===== config.mk =====
export PLATFORM = sky130hd
export DESIGN_NAME = axis_frame_gen
export DESIGN_NICKNAME = d
export VERILOG_FILES = /design/src/rtl/axis_frame_gen_pkg.sv /design/src/rtl/axis_frame_gen_pattern.sv /design/src/rtl/axis_frame_gen.sv
export SDC_FILE = /design/constraint.sdc
export NUM_CORES = 1
export LEC_CHECK = 0
export BUFFER_PORTS_ARGS = -buffer_cell sky130_fd_sc_hd__buf_2
export CORE_ASPECT_RATIO = 1.2
export CORE_MARGIN = 8
export CORE_UTILIZATION = 50
export CTS_CLUSTER_SIZE = 16
export DETAILED_ROUTE_END_ITERATION = 10
export GPL_ROUTABILITY_DRIVEN = 0
export GPL_TIMING_DRIVEN = 1
export PLACE_DENSITY = 0.7
export SLEW_MARGIN = 40
export SYNTH_ARGS = -nofsm -noshare
export SYNTH_HDL_FRONTEND = slang
export SYNTH_SLANG_ARGS = --single-unit

===== constraint.sdc =====
create_clock -name clk -period 7.2 [get_ports clk]
set_input_delay 0.72 -clock clk [delete_from_list [all_inputs] [get_ports clk]]
set_output_delay 0.72 -clock clk [all_outputs]
set_load 0.02 [all_outputs]

===== src/rtl/axis_frame_gen_pkg.sv =====
// ---------------------------------------------------------------------------
// axis_frame_gen_pkg
// Shared types and constants for the AXI-Stream frame generator:
//   - state_e             : top-level FSM states
//   - PRBS_LEN / PRBS_TAP : PRBS31 polynomial x^31 + x^28 + 1
//   - PRBS_STEPS_PER_BYTE : LFSR shifts per generated byte
//   - PATTERN_STEP        : byte-to-byte increment of the default pattern
//   - prbs_next_byte()    : advances the LFSR by one byte worth of steps
// ---------------------------------------------------------------------------
package axis_frame_gen_pkg;

    typedef enum logic [1:0] {
        ST_IDLE = 2'd0,
        ST_SEND = 2'd1,
        ST_GAP  = 2'd2
    } state_e;

    localparam int         PRBS_LEN            = 31;
    localparam int         PRBS_TAP            = 28;
    localparam int         PRBS_STEPS_PER_BYTE = 8;
    localparam logic [7:0] PATTERN_STEP        = 8'd1;

    // Fibonacci LFSR: each step shifts in tap31 ^ tap28 at bit 0, so after
    // eight steps bits [7:0] hold the eight new output bits, oldest at bit 7.
    function automatic logic [PRBS_LEN-1:0] prbs_next_byte(input logic [PRBS_LEN-1:0] s);
        logic [PRBS_LEN-1:0] r;
        r = s;
        for (int i = 0; i < PRBS_STEPS_PER_BYTE; i++) begin
            r = {r[PRBS_LEN-2:0], r[PRBS_LEN-1] ^ r[PRBS_TAP-1]};
        end
        return r;
    endfunction

endpackage


===== src/rtl/axis_frame_gen_pattern.sv =====
// ---------------------------------------------------------------------------
// axis_frame_gen_pattern
// Holds the data-pattern state and presents one registered beat of payload.
// Optional feature macro: AXIS_FRAME_GEN_PRBS_EN (PRBS31 payload instead of
// the incrementing-byte payload).
// Ports:
//   clk, rst  : clock, synchronous active-high reset
//   load      : restart the pattern from seed (frame start); wins over advance
//   advance   : move to the next beat (current beat accepted)
//   seed      : first-byte seed
//   data      : current beat, lane j = byte k*KEEP_WIDTH+j of the frame
// ---------------------------------------------------------------------------
module axis_frame_gen_pattern
    import axis_frame_gen_pkg::*;
#(
    parameter int DATA_WIDTH = 8
) (
    input  logic                  clk,
    input  logic                  rst,
    input  logic                  load,
    input  logic                  advance,
    input  logic [7:0]            seed,
    output logic [DATA_WIDTH-1:0] data
);
    localparam int KEEP_WIDTH = DATA_WIDTH / 8;

    logic [DATA_WIDTH-1:0] data_q;
    logic [DATA_WIDTH-1:0] data_d;

`ifdef AXIS_FRAME_GEN_PRBS_EN
    // lfsr_q is the LFSR state after producing the beat currently in data_q.
    logic [PRBS_LEN-1:0] lfsr_q;
    logic [PRBS_LEN-1:0] lfsr_d;
    logic [PRBS_LEN-1:0] chain [KEEP_WIDTH+1];

    assign chain[0] = load ? {(PRBS_LEN-8)'(1), seed} : lfsr_q;

    for (genvar gi = 0; gi < KEEP_WIDTH; gi++) begin : g_lane
        assign chain[gi+1]         = prbs_next_byte(chain[gi]);
        assign data_d[gi*8 +: 8]   = chain[gi+1][7:0];
    end

    assign lfsr_d = chain[KEEP_WIDTH];

    always_ff @(posedge clk) begin
        if (rst) begin
            lfsr_q <= '0;
            data_q <= '0;
        end else if (load || advance) begin
            lfsr_q <= lfsr_d;
            data_q <= data_d;
        end
    end
`else
    // base_q is the pattern value of lane 0 of the *next* beat.
    logic [7:0] base_q;
    logic [7:0] base_d;
    logic [7:0] src_base;

    assign src_base = load ? seed : base_q;

    for (genvar gi = 0; gi < KEEP_WIDTH; gi++) begin : g_lane
        assign data_d[gi*8 +: 8] = src_base + 8'(gi) * PATTERN_STEP;
    end

    assign base_d = src_base + 8'(KEEP_WIDTH) * PATTERN_STEP;

    always_ff @(posedge clk) begin
        if (rst) begin
            base_q <= '0;
            data_q <= '0;
        end else if (load || advance) begin
            base_q <= base_d;
            data_q <= data_d;
        end
    end
`endif

    assign data = data_q;

endmodule


===== src/rtl/axis_frame_gen.sv =====
// ---------------------------------------------------------------------------
// axis_frame_gen
// AXI-Stream frame source: on start emits frame_count frames (0 = until stop)
// of frame_len bytes, separated by gap_len idle cycles, with tkeep on the last
// beat, tlast, and an optional bad-frame mark in tuser.
// Optional feature macro: AXIS_FRAME_GEN_PRBS_EN (PRBS31 payload).
// Ports:
//   clk, rst                        : clock, synchronous active-high reset
//   start, stop                     : run control (start only in IDLE)
//   frame_len, frame_count, gap_len : run configuration, latched at start
//   seed, mark_bad                  : pattern seed, bad-frame marking
//   m_axis_*                        : AXI-Stream master
//   busy, done, frames_sent         : status
// ---------------------------------------------------------------------------
module axis_frame_gen
    import axis_frame_gen_pkg::*;
#(
    parameter int   DATA_WIDTH           = 8,
    parameter int   KEEP_WIDTH           = DATA_WIDTH / 8,
    parameter int   LEN_WIDTH            = 16,
    parameter int   CNT_WIDTH            = 16,
    parameter int   GAP_WIDTH            = 8,
    parameter logic USER_BAD_FRAME_VALUE = 1'b1
) (
    input  logic                  clk,
    input  logic                  rst,
    input  logic                  start,
    input  logic                  stop,
    input  logic [LEN_WIDTH-1:0]  frame_len,
    input  logic [CNT_WIDTH-1:0]  frame_count,
    input  logic [GAP_WIDTH-1:0]  gap_len,
    input  logic [7:0]            seed,
    input  logic                  mark_bad,
    output logic [DATA_WIDTH-1:0] m_axis_tdata,
    output logic [KEEP_WIDTH-1:0] m_axis_tkeep,
    output logic                  m_axis_tvalid,
    input  logic                  m_axis_tready,
    output logic                  m_axis_tlast,
    output logic                  m_axis_tuser,
    output logic                  busy,
    output logic                  done,
    output logic [CNT_WIDTH-1:0]  frames_sent
);
    localparam logic [LEN_WIDTH-1:0] KEEP_LEN = LEN_WIDTH'(KEEP_WIDTH);

    state_e                 state_q, state_d;
    logic [LEN_WIDTH-1:0]   len_q, len_d;
    logic [CNT_WIDTH-1:0]   count_q, count_d;
    logic [GAP_WIDTH-1:0]   gap_len_q, gap_len_d;
    logic [GAP_WIDTH-1:0]   gap_cnt_q, gap_cnt_d;
    logic [7:0]             seed_q, seed_d;
    logic                   mark_bad_q, mark_bad_d;
    logic                   stop_seen_q, stop_seen_d;
    logic [LEN_WIDTH-1:0]   rem_q, rem_d;          // bytes left incl. current beat
    logic [CNT_WIDTH-1:0]   frames_sent_q, frames_sent_d;
    logic [KEEP_WIDTH-1:0]  tkeep_q, tkeep_d;
    logic                   tvalid_q, tvalid_d;
    logic                   tlast_q, tlast_d;
    logic                   tuser_q, tuser_d;
    logic                   busy_q, busy_d;
    logic                   done_q, done_d;

    logic                   pat_load;
    logic                   pat_advance;
    logic [7:0]             pat_seed;
    logic [CNT_WIDTH-1:0]   frames_inc;
    logic                   present;
    logic                   present_last;
    logic [LEN_WIDTH-1:0]   present_rem;
    logic                   present_mark;
    logic                   finish_run;

    // Lane j is enabled when more than j bytes remain in the frame.
    function automatic logic [KEEP_WIDTH-1:0] keep_for(input logic [LEN_WIDTH-1:0] rem);
        logic [KEEP_WIDTH-1:0] k;
        for (int j = 0; j < KEEP_WIDTH; j++) begin
            k[j] = (rem > LEN_WIDTH'(j));
        end
        return k;
    endfunction

    assign frames_inc = frames_sent_q + CNT_WIDTH'(1);

    always_comb begin
        state_d       = state_q;
        len_d         = len_q;
        count_d       = count_q;
        gap_len_d     = gap_len_q;
        gap_cnt_d     = gap_cnt_q;
        seed_d        = seed_q;
        mark_bad_d    = mark_bad_q;
        stop_seen_d   = stop_seen_q;
        rem_d         = rem_q;
        frames_sent_d = frames_sent_q;
        tkeep_d       = tkeep_q;
        tvalid_d      = tvalid_q;
        tlast_d       = tlast_q;
        tuser_d       = tuser_q;
        busy_d        = busy_q;
        done_d        = 1'b0;
        pat_load      = 1'b0;
        pat_advance   = 1'b0;
        pat_seed      = seed_q;
        present       = 1'b0;
        present_last  = 1'b0;
        present_rem   = rem_q;
        present_mark  = mark_bad_q;
        finish_run    = 1'b0;

        case (state_q)
            ST_IDLE: begin
                if (start && (frame_len != '0)) begin
                    len_d         = frame_len;
                    count_d       = frame_count;
                    gap_len_d     = gap_len;
                    seed_d        = seed;
                    mark_bad_d    = mark_bad;
                    stop_seen_d   = 1'b0;
                    frames_sent_d = '0;
                    busy_d        = 1'b1;
                    pat_load      = 1'b1;
                    pat_seed      = seed;
                    present       = 1'b1;
                    present_rem   = frame_len;
                    present_mark  = mark_bad;
                    state_d       = ST_SEND;
                end
            end
            ST_SEND: begin
                stop_seen_d = stop_seen_q | stop;
                if (tvalid_q && m_axis_tready) begin
                    if (tlast_q) begin
                        frames_sent_d = frames_inc;
                        if (stop_seen_q || stop || ((count_q != '0) && (frames_inc == count_q))) begin
                            finish_run = 1'b1;
                        end else begin
                            // Reload now so the first beat is ready whether
                            // the next frame follows at once or after a gap.
                            pat_load = 1'b1;
                            if (gap_len_q == '0) begin
                                present     = 1'b1;
                                present_rem = len_q;
                            end else begin
                                tvalid_d  = 1'b0;
                                tlast_d   = 1'b0;
                                tuser_d   = 1'b0;
                                gap_cnt_d = gap_len_q;
                                state_d   = ST_GAP;
                            end
                        end
                    end else begin
                        pat_advance = 1'b1;
                        present     = 1'b1;
                        present_rem = rem_q - KEEP_LEN;
                    end
                end
            end
            ST_GAP: begin
                if (stop) begin
                    finish_run = 1'b1;
                end else if (gap_cnt_q == GAP_WIDTH'(1)) begin
                    present     = 1'b1;
                    present_rem = len_q;
                    state_d     = ST_SEND;
                end else begin
                    gap_cnt_d = gap_cnt_q - GAP_WIDTH'(1);
                end
            end
            default: begin
                state_d = ST_IDLE;
            end
        endcase

        if (present) begin
            present_last = (present_rem <= KEEP_LEN);
            rem_d        = present_rem;
            tvalid_d     = 1'b1;
            tkeep_d      = keep_for(present_rem);
            tlast_d      = present_last;
            tuser_d      = (present_last && present_mark) ? USER_BAD_FRAME_VALUE : 1'b0;
        end

        if (finish_run) begin
            state_d     = ST_IDLE;
            tvalid_d    = 1'b0;
            tlast_d     = 1'b0;
            tuser_d     = 1'b0;
            tkeep_d     = '0;
            busy_d      = 1'b0;
            done_d      = 1'b1;
            stop_seen_d = 1'b0;
        end
    end

    always_ff @(posedge clk) begin
        if (rst) begin
            state_q       <= ST_IDLE;
            len_q         <= '0;
            count_q       <= '0;
            gap_len_q     <= '0;
            gap_cnt_q     <= '0;
            seed_q        <= '0;
            mark_bad_q    <= 1'b0;
            stop_seen_q   <= 1'b0;
            rem_q         <= '0;
            frames_sent_q <= '0;
            tkeep_q       <= '0;
            tvalid_q      <= 1'b0;
            tlast_q       <= 1'b0;
            tuser_q       <= 1'b0;
            busy_q        <= 1'b0;
            done_q        <= 1'b0;
        end else begin
            state_q       <= state_d;
            len_q         <= len_d;
            count_q       <= count_d;
            gap_len_q     <= gap_len_d;
            gap_cnt_q     <= gap_cnt_d;
            seed_q        <= seed_d;
            mark_bad_q    <= mark_bad_d;
            stop_seen_q   <= stop_seen_d;
            rem_q         <= rem_d;
            frames_sent_q <= frames_sent_d;
            tkeep_q       <= tkeep_d;
            tvalid_q      <= tvalid_d;
            tlast_q       <= tlast_d;
            tuser_q       <= tuser_d;
            busy_q        <= busy_d;
            done_q        <= done_d;
        end
    end

    axis_frame_gen_pattern #(
        .DATA_WIDTH (DATA_WIDTH)
    ) u_pattern (
        .clk     (clk),
        .rst     (rst),
        .load    (pat_load),
        .advance (pat_advance),
        .seed    (pat_seed),
        .data    (m_axis_tdata)
    );

    assign m_axis_tkeep  = tkeep_q;
    assign m_axis_tvalid = tvalid_q;
    assign m_axis_tlast  = tlast_q;
    assign m_axis_tuser  = tuser_q;
    assign busy          = busy_q;
    assign done          = done_q;
    assign frames_sent   = frames_sent_q;

endmodule


* After elaboration in Yosys (flattened, before gate mapping)
Cells that the tools add are included.
W data, S select, Z words.
** Operators by class
- Add/sub/neg operators :: 4
- $mul :: 0
- Div/mod/pow operators :: 0
- $lt $le $gt $ge :: 2
- Equal/unequal tests :: 14
- Shift operators :: 0
- Mux-type cells :: 68
- Bitwise gates (word level) :: 1
- Reductions and logical operators :: 24
** Operators by type and width (count)
- $mux W16 :: 10
- $mux W8 :: 9
- $pmux W16 S3 :: 1
- $mux W1 :: 34
- $pmux W16 S2 :: 1
- $reduce_bool A16 Y1 :: 2
- $ne A2 B2 Y1 const B :: 10
- $add A16 B1 Y16 const B :: 1
- $eq A16 B16 Y1 :: 1
- $gt A16 B1 Y1 const B :: 1
- $le A16 B1 Y1 const B :: 1
- $pmux W8 S2 :: 1
- $sub A16 B1 Y16 const B :: 1
- $mux W2 :: 7
- $reduce_and A7 Y1 :: 2
- $reduce_bool A2 Y1 :: 5
- $add A8 B1 Y8 const B :: 1
- $eq A8 B1 Y1 const B :: 1
- $logic_not A8 Y1 :: 1
- $sub A8 B1 Y8 const B :: 1
- $pmux W1 S2 :: 3
- $pmux W2 S3 :: 1
- $reduce_and A2 Y1 :: 3
- $reduce_and A5 Y1 :: 1
- other kinds (9) :: 14
** Storage, ports and cells
- Register bits :: 114
- Bits in latches :: 0
- Memory bits (writable) :: 0
- Memory bits (read-only) :: 0
- Input bits :: 54
- Output and inout bits :: 30
- Memories kept :: 0

* Longest topological paths before layout
Gate-level depths: netlist of the first run.
- Word-level depth :: 12
- Mapped depth :: 17

* Modules after synthesis
From an unflattened synthesis of the first run, not the netlist that was laid out.
** Unflattened totals
- Cell total of the unflattened synthesis :: 950
- Area total of the unflattened synthesis :: 7173.1 um^2
** By module, submodules not included
- axis_frame_gen :: instances 1, cells an instance 846, area an instance 6299.8 um^2
- axis_frame_gen_pattern :: instances 1, cells an instance 104, area an instance 873.3 um^2

* Worst setup path after synthesis of the first run
No wires, ideal clock.
- Path type :: reg-to-reg
- Start :: register frames_sent_q[1], in the netlist frames_sent[1]
- End :: register tuser_q, in the netlist m_axis_tuser
- Arrival :: 3.771 ns
- Setup slack :: 3.359 ns
- Stages on the path, launching flop included :: 16
- Cells stage by stage :: dfxtp_1 > ha_1 > buf_2 > nand3_1 > or2_0 > clkbuf_1 > xnor2_1 > a21oi_1 > and4_1 > buf_4 > o31a_1 > o31ai_4 > o2111ai_1 > or4b_1 > or4_1 > a21oi_1
** Between the ends
- Word-level cells in the longest chain between the ends :: 12
** RTL lines
- from (decl) :: RTL line axis_frame_gen.sv:55 : logic [CNT_WIDTH-1:0] frames_sent_q, frames_sent_d;
- from (signal assigned) :: RTL line axis_frame_gen.sv:223 : frames_sent_q <= frames_sent_d;
- $add A16 B1 Y16 (*) :: RTL line axis_frame_gen.sv:82 : assign frames_inc = frames_sent_q + CNT_WIDTH'(1);
- $eq A16 B16 Y1 (*) :: RTL line axis_frame_gen.sv:134 : if (stop_seen_q || stop || ((count_q != '0) && (frames_inc == count_q))) begin
- $logic_and A1 B1 Y1 (*) :: RTL line axis_frame_gen.sv:134
- $logic_or A1 B1 Y1 (*) :: RTL line axis_frame_gen.sv:134
- $mux W16 :: RTL line axis_frame_gen.sv:134
- $mux W16 :: RTL line axis_frame_gen.sv:132 : if (tlast_q) begin
- $mux W16 :: RTL line axis_frame_gen.sv:131 : if (tvalid_q && m_axis_tready) begin
- $pmux W16 S3 :: RTL line axis_frame_gen.sv:110 : case (state_q)
- $le A16 B1 Y1 :: RTL line axis_frame_gen.sv:175 : present_last = (present_rem <= KEEP_LEN);
- $logic_and A1 B1 Y1 :: RTL line axis_frame_gen.sv:180 : tuser_d = (present_last && present_mark) ? USER_BAD_FRAME_VALUE : 1'b0;
- $mux W1 :: RTL line axis_frame_gen.sv:180
- $mux W1 :: RTL line axis_frame_gen.sv:174 : if (present) begin
- to (signal assigned) :: RTL line axis_frame_gen.sv:227 : tuser_q <= tuser_d;
- to (decl) :: RTL line axis_frame_gen.sv:59 : logic tuser_q, tuser_d;
Every way passes the cells marked *; elsewhere a longest branch is shown, timed or not.
A chain may end at the register's enable or synchronous reset.

* Worst setup path after layout of the first run
- Start :: register frames_sent_q[0], in the netlist frames_sent[0]
- End :: register tuser_q, in the netlist m_axis_tuser
The elaborated chain is that of the path after synthesis.

==> results.md, run 1 <==
Placement:
- The half-perimeter wire length of the detailed placement result is 14.7 mm.
- During placement, the flow inserted port buffers numbering 83.

Synth:
- The sequential element share of the synthesized area is 33.1%.
- By area the synthesized netlist is led by sky130_fd_sc_hd__dfxtp_1 33%, sky130_fd_sc_hd__nand2_1 8.4%, sky130_fd_sc_hd__a21oi_1 8.0%.
- The post-synth net total is 1,013.
- In the synthesized netlist the async set-or-reset flop fraction comes to 0%.
- The average footprint of a synthesized cell is 7.26 um2.
- The synthesized netlist occupies a cell area of 6900 um2.
- The synthesis-stage register bit count is 114.
- The synthesized design spends more area on one cell type than any other, namely sky130_fd_sc_hd__dfxtp_1.
- The number of different library cells used by synthesis comes to 74.
- The leading register cell type out of synthesis is sky130_fd_sc_hd__dfxtp_1.
- The number of cells produced by synthesis is 950.
- Counting flops with a built-in enable in the synthesized netlist gives 0.
- During synthesis, Yosys emitted a total of 0 warnings.
- The top cell type by area accounts for 33.1% of the synthesized area.

GRT:
- The first-pass GRT wire length is 34.0 mm.
- The global-route congestion overflow total is 0.
- The number of antenna violations at the first check in global routing came to 0.
- Global routing used 24.1% of the available tracks.
- The number of global-route vias before repair was 6,794.
- Entering global routing, the biggest net connects 63 pins.

Setup path:
- The cell family contributing the most delay on the critical path is simple AND/OR/NAND/NOR gates.
- Along the worst path, the maximum fanout reaches 19.
- STA puts the critical path data arrival time at 5.16 ns.
- Counting cells, the worst reg-to-reg path comes to 12.
- The signal on the critical path passes through ha_1 -> nand3_1 -> nor4_2 -> xnor2_1 -> a211oi_1 -> and4_1 -> nor2_1 -> o311ai_1 -> a21oi_1 -> or4b_1 -> or4_1 -> a21oi_1.
- Across all register-to-register paths, the minimum setup slack is 2.40 ns.
- In this design, the critical path's most frequently occurring cell is sky130_fd_sc_hd__a21oi_1.
- In this run the critical register-to-register path is launched from frames_sent[0].
- The endpoint kind of the worst setup timing path is a flip-flop.
- For this run, the slowest stage of the critical path takes 0.79 ns.
- The number of buffer and inverter instances along the worst setup path is 0.
- The slowest stage of the critical path belongs to the cell sky130_fd_sc_hd__and4_1.
- At the worst endpoint, the required time is 7.56 ns.
- The kind of start point of the critical path is a flip-flop.
- The endpoint identified for the worst register-to-register timing path is m_axis_tuser.
- The critical path is of the reg2reg type.

Detailed routing:
- The total length of routed wires is 21.1 mm.
- The average routed wire per standard cell is 17.9 um.
- The met3 layer wire length in the routed design is 1.59 mm.
- After detailed routing, the number of vias per cell comes to 6.13.
- The detailed-route DRC error count is 0.
- The routed metal-1 wirelength is 8.66 mm.
- The detailed-route via count is 7,216.
- After detailed routing, the met2 layer carries 10.0 mm of wire.
- The violation count after the first detailed-route iteration is 715.
- The number of nets still failing antenna checks after routing is 0.
- The first-pass iteration count of the detailed router is 5.
- After detailed routing, no signal wire sits above met4.

Clock network:
- The number of clock sinks seen by CTS is 114.
- At the later pin of the worst-skew pair, clock insertion delay measures 0.43 ns.
- After clock tree synthesis, the repair step resized 0 gates.
- The H-tree depth is 4.
- The buffer levels on the longest clock path is 2.
- TritonCTS created 17 clock buffers.
- Clock-pin slew was measured on the worst setup and hold paths at 0.06 ns.
- The tree is rooted in a sky130_fd_sc_hd__clkbuf_16.
- After clock tree synthesis, the flow added hold-fix buffers numbering 0.
- The CTS tree is yes.
- After clock tree synthesis, the setup repair step added 0 buffers.

Power and ir drop:
- The largest vdd supply drop is 0.319 mV.
- The total leakage power is 3.11 nW.
- In this run the power density over the cells is 358 nW/um2.

Floorplan:
- In this run the core area contains 47 standard-cell rows.
- Measured along the x axis, the die boundary spans 123 um.
- The I/O pin total is 84.
- The die covers 17,800 um2.
- The vertical extent of the die is 145 um.
- Once the floorplan was initialized, standard cells occupied 50.6% of the core.
- The core area is 13,600 um2.

Timing:
- Across the routed clock network, the largest skew measured is 0.0104 ns.
- The smallest clock period supported by the final layout is computed as 4.80 ns.
- The slew of the pin with the lowest slew margin is 0.808 ns.
- The headroom to the max-slew limit is 46.1%.
- The post-route clock period utilization is 66.6%.
- The final-layout setup total negative slack is 0 ns.
- The number of hold-slack violations in the final timing report was 0.
- The final setup violation count is 0.
- Setup repair after global routing left no endpoint under its margin.
- Static timing analysis puts the maximum clock frequency at 209 MHz.
- The number of max-slew violations in the final report was 0.

Cells and area:
- In the final design database the tool counted 1,055 nets.
- The library cells used most frequently in the layout, excluding fill and tap cells, are 155 x sky130_fd_sc_hd__nand2_1, 114 x sky130_fd_sc_hd__dfxtp_1, 110 x sky130_fd_sc_hd__a21oi_1.
- The post-layout utilization of the core is 58.2%.
- The library cell used most frequently in the layout, excluding fill and tap cells, is sky130_fd_sc_hd__nand2_1.
- The area overhead of the layout relative to synthesis is 15.1%.
- Of the cells placed in the final design, the portion with a size suffix greater than 1 is 14.0%.

Hold path:
- The path with the worst hold slack has its endpoint at mark_bad_q.
- The path class of the lowest-slack min-delay path is reg2reg.
- The startpoint identified for the worst hold timing path is mark_bad_q.
- The worst hold path was traced through 2 stages.

Outcome:
- The flow ran to the end, and the final reports show no timing, DRC or antenna violations.

Job:
- The tool flagged a number of max-cap violations equal to 0.
-- registers in the layout, summed over array words and instances (netlist names), 16 cells and up --
| register | cells |
|---|---|
| len_q | 16 |
| count_q | 16 |
| frames_sent | 16 |
| rem_q | 16 |
-- power breakdown --
group	switching, mW	internal [mW]
Combinational	0.720	0.408
Clock	0.330	0.499
Sequential	0.133	0.751
Total	1.18	1.66
-- stage by stage --
stage                     area [um2]  power [mW]  cells  hold slack [ns]  worst slack [ns]
after CTS                       7940        2.83   1176            0.465              2.51
after global placement          7340        1.98   1144            0.445              2.67
after floorplan                 6900        1.71    950            0.441              3.36
after detailed placement        7350        2.00   1144            0.457              2.54
after global routing            7940        3.01   1176            0.480              2.11
final                           7940        2.84   1177            0.462              2.40
-- area by class of cell --
cell class	count	area, um2
Sequential cell	114	2280
Timing Repair Buffer	92	485
Antenna cell	1	2.50
Tap cell	171	214
Clock inverter	12	126
Inverter	17	63.8
Multi-Input combinational cell	750	4310
Fill cell	1325	5700
Clock buffer	20	457
-- cells by family (layout without fill, tap and decap cells) --
kind of cell,Yosys count,after routing,synth area share (%)
and+or+nand+nor,423,423,28.9
AOI/OAI and AO/OA,268,268,24.8
DFF,114,114,33.1
buffers and inverters,86,141,4.95
xor gates and xnor gates,35,35,4.44
muxes,15,15,2.19
adders and majority gates,9,9,1.63
other,0,1,0
-- worst reg2reg max path, stage by stage, from the launching register on --
cell	delay, ns
sky130_fd_sc_hd__dfxtp_1	0.51
sky130_fd_sc_hd__ha_1	0.43
sky130_fd_sc_hd__nand3_1	0.21
sky130_fd_sc_hd__nor4_2	0.36
sky130_fd_sc_hd__xnor2_1	0.10
sky130_fd_sc_hd__a211oi_1	0.28
sky130_fd_sc_hd__and4_1	0.79
sky130_fd_sc_hd__nor2_1	0.30
sky130_fd_sc_hd__o311ai_1	0.42
sky130_fd_sc_hd__a21oi_1	0.12
sky130_fd_sc_hd__or4b_1	0.54
sky130_fd_sc_hd__or4_1	0.52
sky130_fd_sc_hd__a21oi_1	0.14
-- per-layer routing --
metal	global-route usage, %	up-vias
met1	29.3	3323
met3	4.93	54
met4	13.3	0
met2	38.8	329
li1	-	3510
met5	0	-
-- how the worst max path moves through the flow --
stage / startpoint / end / slack, ns / depth (start not counted)
after floorplan: frames_sent[1] / m_axis_tuser / 3.36 / 15
after global placement: frames_sent[0] / m_axis_tuser / 2.67 / 12
after detailed placement: frames_sent[0] / m_axis_tuser / 2.54 / 12
after CTS: frames_sent[0] / m_axis_tuser / 2.51 / 12
after global routing: frames_sent[0] / m_axis_tuser / 2.11 / 12
final: frames_sent[0] / m_axis_tuser / 2.40 / 12
-- cell usage after synthesis (9+ instances only) --
| cell type | instances |
|---|---|
| sky130_fd_sc_hd__o211ai_1 | 9 |
| sky130_fd_sc_hd__a21oi_1 | 110 |
| sky130_fd_sc_hd__mux2i_1 | 14 |
| sky130_fd_sc_hd__xnor2_1 | 16 |
| sky130_fd_sc_hd__nor4_1 | 20 |
| sky130_fd_sc_hd__xor2_1 | 19 |
| sky130_fd_sc_hd__nor2_1 | 100 |
| sky130_fd_sc_hd__a211oi_1 | 19 |
| sky130_fd_sc_hd__nand3_1 | 31 |
| sky130_fd_sc_hd__o21ai_0 | 43 |
| sky130_fd_sc_hd__clkbuf_1 | 54 |
| sky130_fd_sc_hd__nor3_1 | 35 |
| sky130_fd_sc_hd__inv_1 | 17 |
| sky130_fd_sc_hd__dfxtp_1 | 114 |
| sky130_fd_sc_hd__ha_1 | 9 |
| sky130_fd_sc_hd__nand2_1 | 155 |
| sky130_fd_sc_hd__a31oi_1 | 9 |
| sky130_fd_sc_hd__or3_1 | 13 |
| sky130_fd_sc_hd__nand4_1 | 12 |
Power figures use the tool's default switching activity.
==> run 2, diff against run 1 <==
Settings changed: ABC_AREA set to 1.
Clock period 7.2 ns to 4.7 ns, I/O delays scaled along.
==> run 2 against run 1 <==
Against the previous run: register-to-register slack lost 1.4 ns; cell area grew 0.32%; via count grew 0.82%; synthesized cell count grew 13%; clock power grew 43%; critical path depth grew 8; highest routed layer unchanged.
==> results.md, run 2 <==
GRT:
- The number of global-route vias before repair is 6,858 (+0.94%).
- The most used routing layer in global routing is met2.
- The first-pass GRT wire length came to 33.3 mm (-2.2%).
- The met3 usage in global routing was 4.96% (+0.031 points).
- The largest net degree at the start of global routing is 51 (-19%).
- The global-route usage over all layers is 23.4% (-0.66 points).
- The met1 track utilization from global routing is 28.7% (-0.64 points).
- The number of antenna violations at the first check in global routing came to 0 (unchanged).
- The global routing met2 resource utilization is 38.3% (-0.48 points).
- The global-route congestion overflow total is 0 (unchanged).

Cells and area:
- The multi-input gate area in the final layout is 3900 um2 (-9.5%).
- Leaving out fill and tap cells, the most frequent cell in the layout is sky130_fd_sc_hd__nand2_1.
- The final layout net count came to 1,206 (+14%).
- In the layout the commonest cells are 276 x sky130_fd_sc_hd__nand2_1, 123 x sky130_fd_sc_hd__inv_1, 114 x sky130_fd_sc_hd__dfxtp_1.
- The final instance area is 7960 um2 (+0.32%).
- The sequential cell area in the final layout was 2280 um2 (unchanged).
- The layout filler cell count is 1,358 (+2.5%).
- The number of standard cells in the layout, taps in and fillers out came to 1,326 (+13%).
- The area overhead of the layout relative to synthesis is 15.6%.
- The proportion of layout cells with a drive suffix above 1 is 14.2% (+0.18 points).

Timing:
- The worst clock skew is 0.00766 ns (-0.00277 ns).
- The number of hold-slack violations in the final timing report is 0 (unchanged).
- The final-layout setup total negative slack is 0 ns (unchanged).
- The headroom to the max-slew limit was 47.0% (+0.86 points).
- The post-layout minimum cycle time is 3.71 ns (-1.09 ns).
- The final setup violation count came to 0 (unchanged).
- The final worst-path setup slack is 0.991 ns (-1.41 ns).
- Setup repair after global routing left no endpoint under its margin.
- The achievable frequency came to 270 MHz (+29%).
- The post-route clock period utilization is 78.9% (+12 points).
- The number of max-slew violations in the final report is 0 (unchanged).
- The slew of the pin with the lowest slew margin is 0.794 ns (-0.0137 ns).

Placement:
- The setup slack after placement is 1.07 ns (-1.47 ns).
- The total cell area at the placement stage was 7420 um2 (+0.85%).
- The number of instances in the placed design is 1,295 (+13%).
- The half-perimeter wire length of the detailed placement result came to 14.5 mm (-1.5%).
- The number of buffers added on ports is 83 (unchanged).

Setup path:
- The worst setup path startpoint is frames_sent[0].
- The largest stage delay on the critical path is 0.48 ns (-0.31 ns).
- The kind of start point of the critical path is a flip-flop.
- The critical-path maximum fanout came to 25 (+6).
- The most numerous cell type found on the critical path is sky130_fd_sc_hd__nand2_1.
- The slowest stage of the critical path belongs to the cell sky130_fd_sc_hd__inv_1.
- The endpoint kind of the worst setup timing path is a flip-flop.
- The arrival time of the worst setup path is 4.01 ns (-1.15 ns).
- The critical path goes through ha_1 -> nand3_1 -> nor2_2 -> nand2_1 -> nand3_1 -> nand3_1 -> nor2_1 -> nand3_1 -> nor2_2 -> nand2_4 -> nand3_1 -> nand2_1 -> nand2_1 -> nand2_1 -> nand2_1 -> inv_1 -> a31oi_1 -> nor2_1 -> nand2_1 -> a21oi_1.
- The startpoint of the most critical register-to-register path is frames_sent[0].
- The data required time of the critical path is 5.00 ns (-2.56 ns).
- By startpoint and endpoint, the worst setup path is classified as reg2reg.

Outcome:
- The flow ran to the end, and the final reports show no timing, DRC or antenna violations.

Power and ir drop:
- The total chip power is 5.38 mW (+89%).
- The largest vdd supply drop is 0.329 mV (+3.2%).
- The areal power density over the cells is 675 nW/um2 (+89%).
- The total leakage power was 3.64 nW (+17%).

Detailed routing:
- The first-pass iteration count of the detailed router is 8 (+3).
- The total length of routed wires is 20.1 mm (-4.4%).
- The post-detailed-route via-to-cell ratio is 5.49 (-11%).
- The detailed-route via count came to 7,275 (+0.82%).
- The violation count after the first detailed-route iteration is 661 (-7.6%).
- The detailed-route DRC error count is 0 (unchanged).
- The average routed wire per standard cell came to 15.2 um (-15%).
- The number of nets still failing antenna checks after routing is 0 (unchanged).

Clock network:
- TritonCTS built the clock tree.
- The number of gates resized after cts was 0 (unchanged).
- The buffer levels on the longest clock path is 2 (unchanged).
- The number of clock sinks seen by CTS was 114 (unchanged).
- The number of buffers inserted for hold repair after clock tree synthesis is 0 (unchanged).
- The cell at the root of the clock tree is sky130_fd_sc_hd__clkbuf_16.
- The register clock-pin slew on the reported worst setup and hold paths was 0.06 ns (about the same).
- The number of clock buffers inserted by TritonCTS came to 17 (unchanged).
- The H-tree depth is 4 (unchanged).
- The clock latency on the worst-skew pair is 0.42 ns (about the same).
- The setup fix buffers added after clock tree synthesis is 0 (unchanged).

Floorplan:
- The core area was 13,600 um2 (unchanged).
- The effective utilization at floorplan is 50.5% (-0.055 points).
- The area enclosed by the die boundary was 17,800 um2 (about the same).
- The horizontal extent of the die was 123 um (about the same).
- The vertical extent of the die is 145 um (about the same).
- The I/O pin total is 84 (unchanged).
- The number of placement rows is 47 (unchanged).

Synth:
- The number of cells produced by synthesis is 1,075 (+13%).
- The most area-hungry cell type in the Yosys netlist is sky130_fd_sc_hd__dfxtp_1.
- The warning count from the yosys run is 0 (unchanged).
- By area the synthesized netlist is led by sky130_fd_sc_hd__dfxtp_1 33%, sky130_fd_sc_hd__nand2_1 15%, sky130_fd_sc_hd__a21oi_1 7.2%.
- The area share of the leading cell type in the synthesized netlist is 33.1% (+0.036 points).
- The post-synthesis instance area is 6890 um2 (-0.11%).
- The commonest cells after synthesis are 276 x sky130_fd_sc_hd__nand2_1, 124 x sky130_fd_sc_hd__inv_1, 114 x sky130_fd_sc_hd__dfxtp_1.
- The synthesis-stage register bit count came to 114 (unchanged).
- The sequential element share of the synthesized area is 33.1% (+0.036 points).
- The most common cell in the synthesized netlist is sky130_fd_sc_hd__nand2_1.
- The number of flops mapped to enable cells by yosys is 0 (unchanged).
- The post-synthesis async set-or-reset flop share is 0% (unchanged).
- The leading register cell type out of synthesis is sky130_fd_sc_hd__dfxtp_1.
- The post-synth net total is 1,138 (+12%).
- The average footprint of a synthesized cell is 6.41 um2 (-12%).
- The post-synthesis cell type count is 41 (-45%).

Hold path:
- In this run the most critical hold path is launched from frame_count[11].
- The path class of the lowest-slack min-delay path is in2reg.

Job:
- The number of max-cap violations came to 0 (unchanged).
run 2: cell count changes after synthesis, sizes merged, moves of 17 or more:
cell   before  now
nor4       22    5
nand3      31   74
nor3       35    4
nand2     155  284
o21ai      45   91
inv        17  133
run 2: worst max-delay path, delay by kind of cell, from the launching register on:
family	cells	cell delay [ns]
AND/OR/NAND/NOR	16	2.00
buffers and inverters	1	0.48
AO/OA/AOI/OAI	2	0.44
flip-flops	1	0.42
adder cells (fa/ha/maj)	1	0.24
run 2: cell families (layout without fill, tap and decap cells):
kind of cell | count (synthesis) | after routing | share of synthesized area (%)
AOI/OAI and AO/OA | 258 | 258 | 21.1
xor gates and xnor gates | 13 | 13 | 2.05
adders and majority gates | 9 | 9 | 1.63
buffers and inverters | 183 | 262 | 10.3
DFF | 114 | 114 | 33.1
muxes | 8 | 8 | 1.16
other | 0 | 1 | 0
and+or+nand+nor | 490 | 490 | 30.6
run 2: final timing paths:
check / slack, ns / endpoint / cells after the start
setup / recovery: 0.99 / m_axis_tuser / 20
hold / removal: 0.31 / count_q[11] / 3
setup reg to reg: 0.99 / m_axis_tuser / 20
hold reg to reg: 0.46 / len_q[12] / 2
run 2: per-layer routing:
layer | share of wire, % | vias to the layer above
li1 | - | 3680
met1 | 43 | 3265
met2 | 46 | 282
met3 | 7.4 | 48
met4 | 3.2 | 0
met5 | 0 | -
run 2: cell type report:
type                       count  area share [%]
clock inverter                 9            1.07
sequential                   114            28.7
tap                          171            2.69
inverter                     137            6.46
timing repair buffer          95            6.35
multi-input combinational    778            49.0
antenna                        1          0.0314
clock buffer                  21            5.78
run 2: stage by stage:
stage                     hold slack (ns)  util, %
after floorplan                     0.441        -
after detailed placement            0.452     54.4
after global placement              0.443     54.4
final                               0.312     58.4
after CTS                           0.299     58.4
after global routing                0.326     58.4
run 2: where the power goes:
part           switching, mW  internal, mW
Clock                  0.449         0.745
Sequential             0.303          1.27
Combinational           1.74         0.870
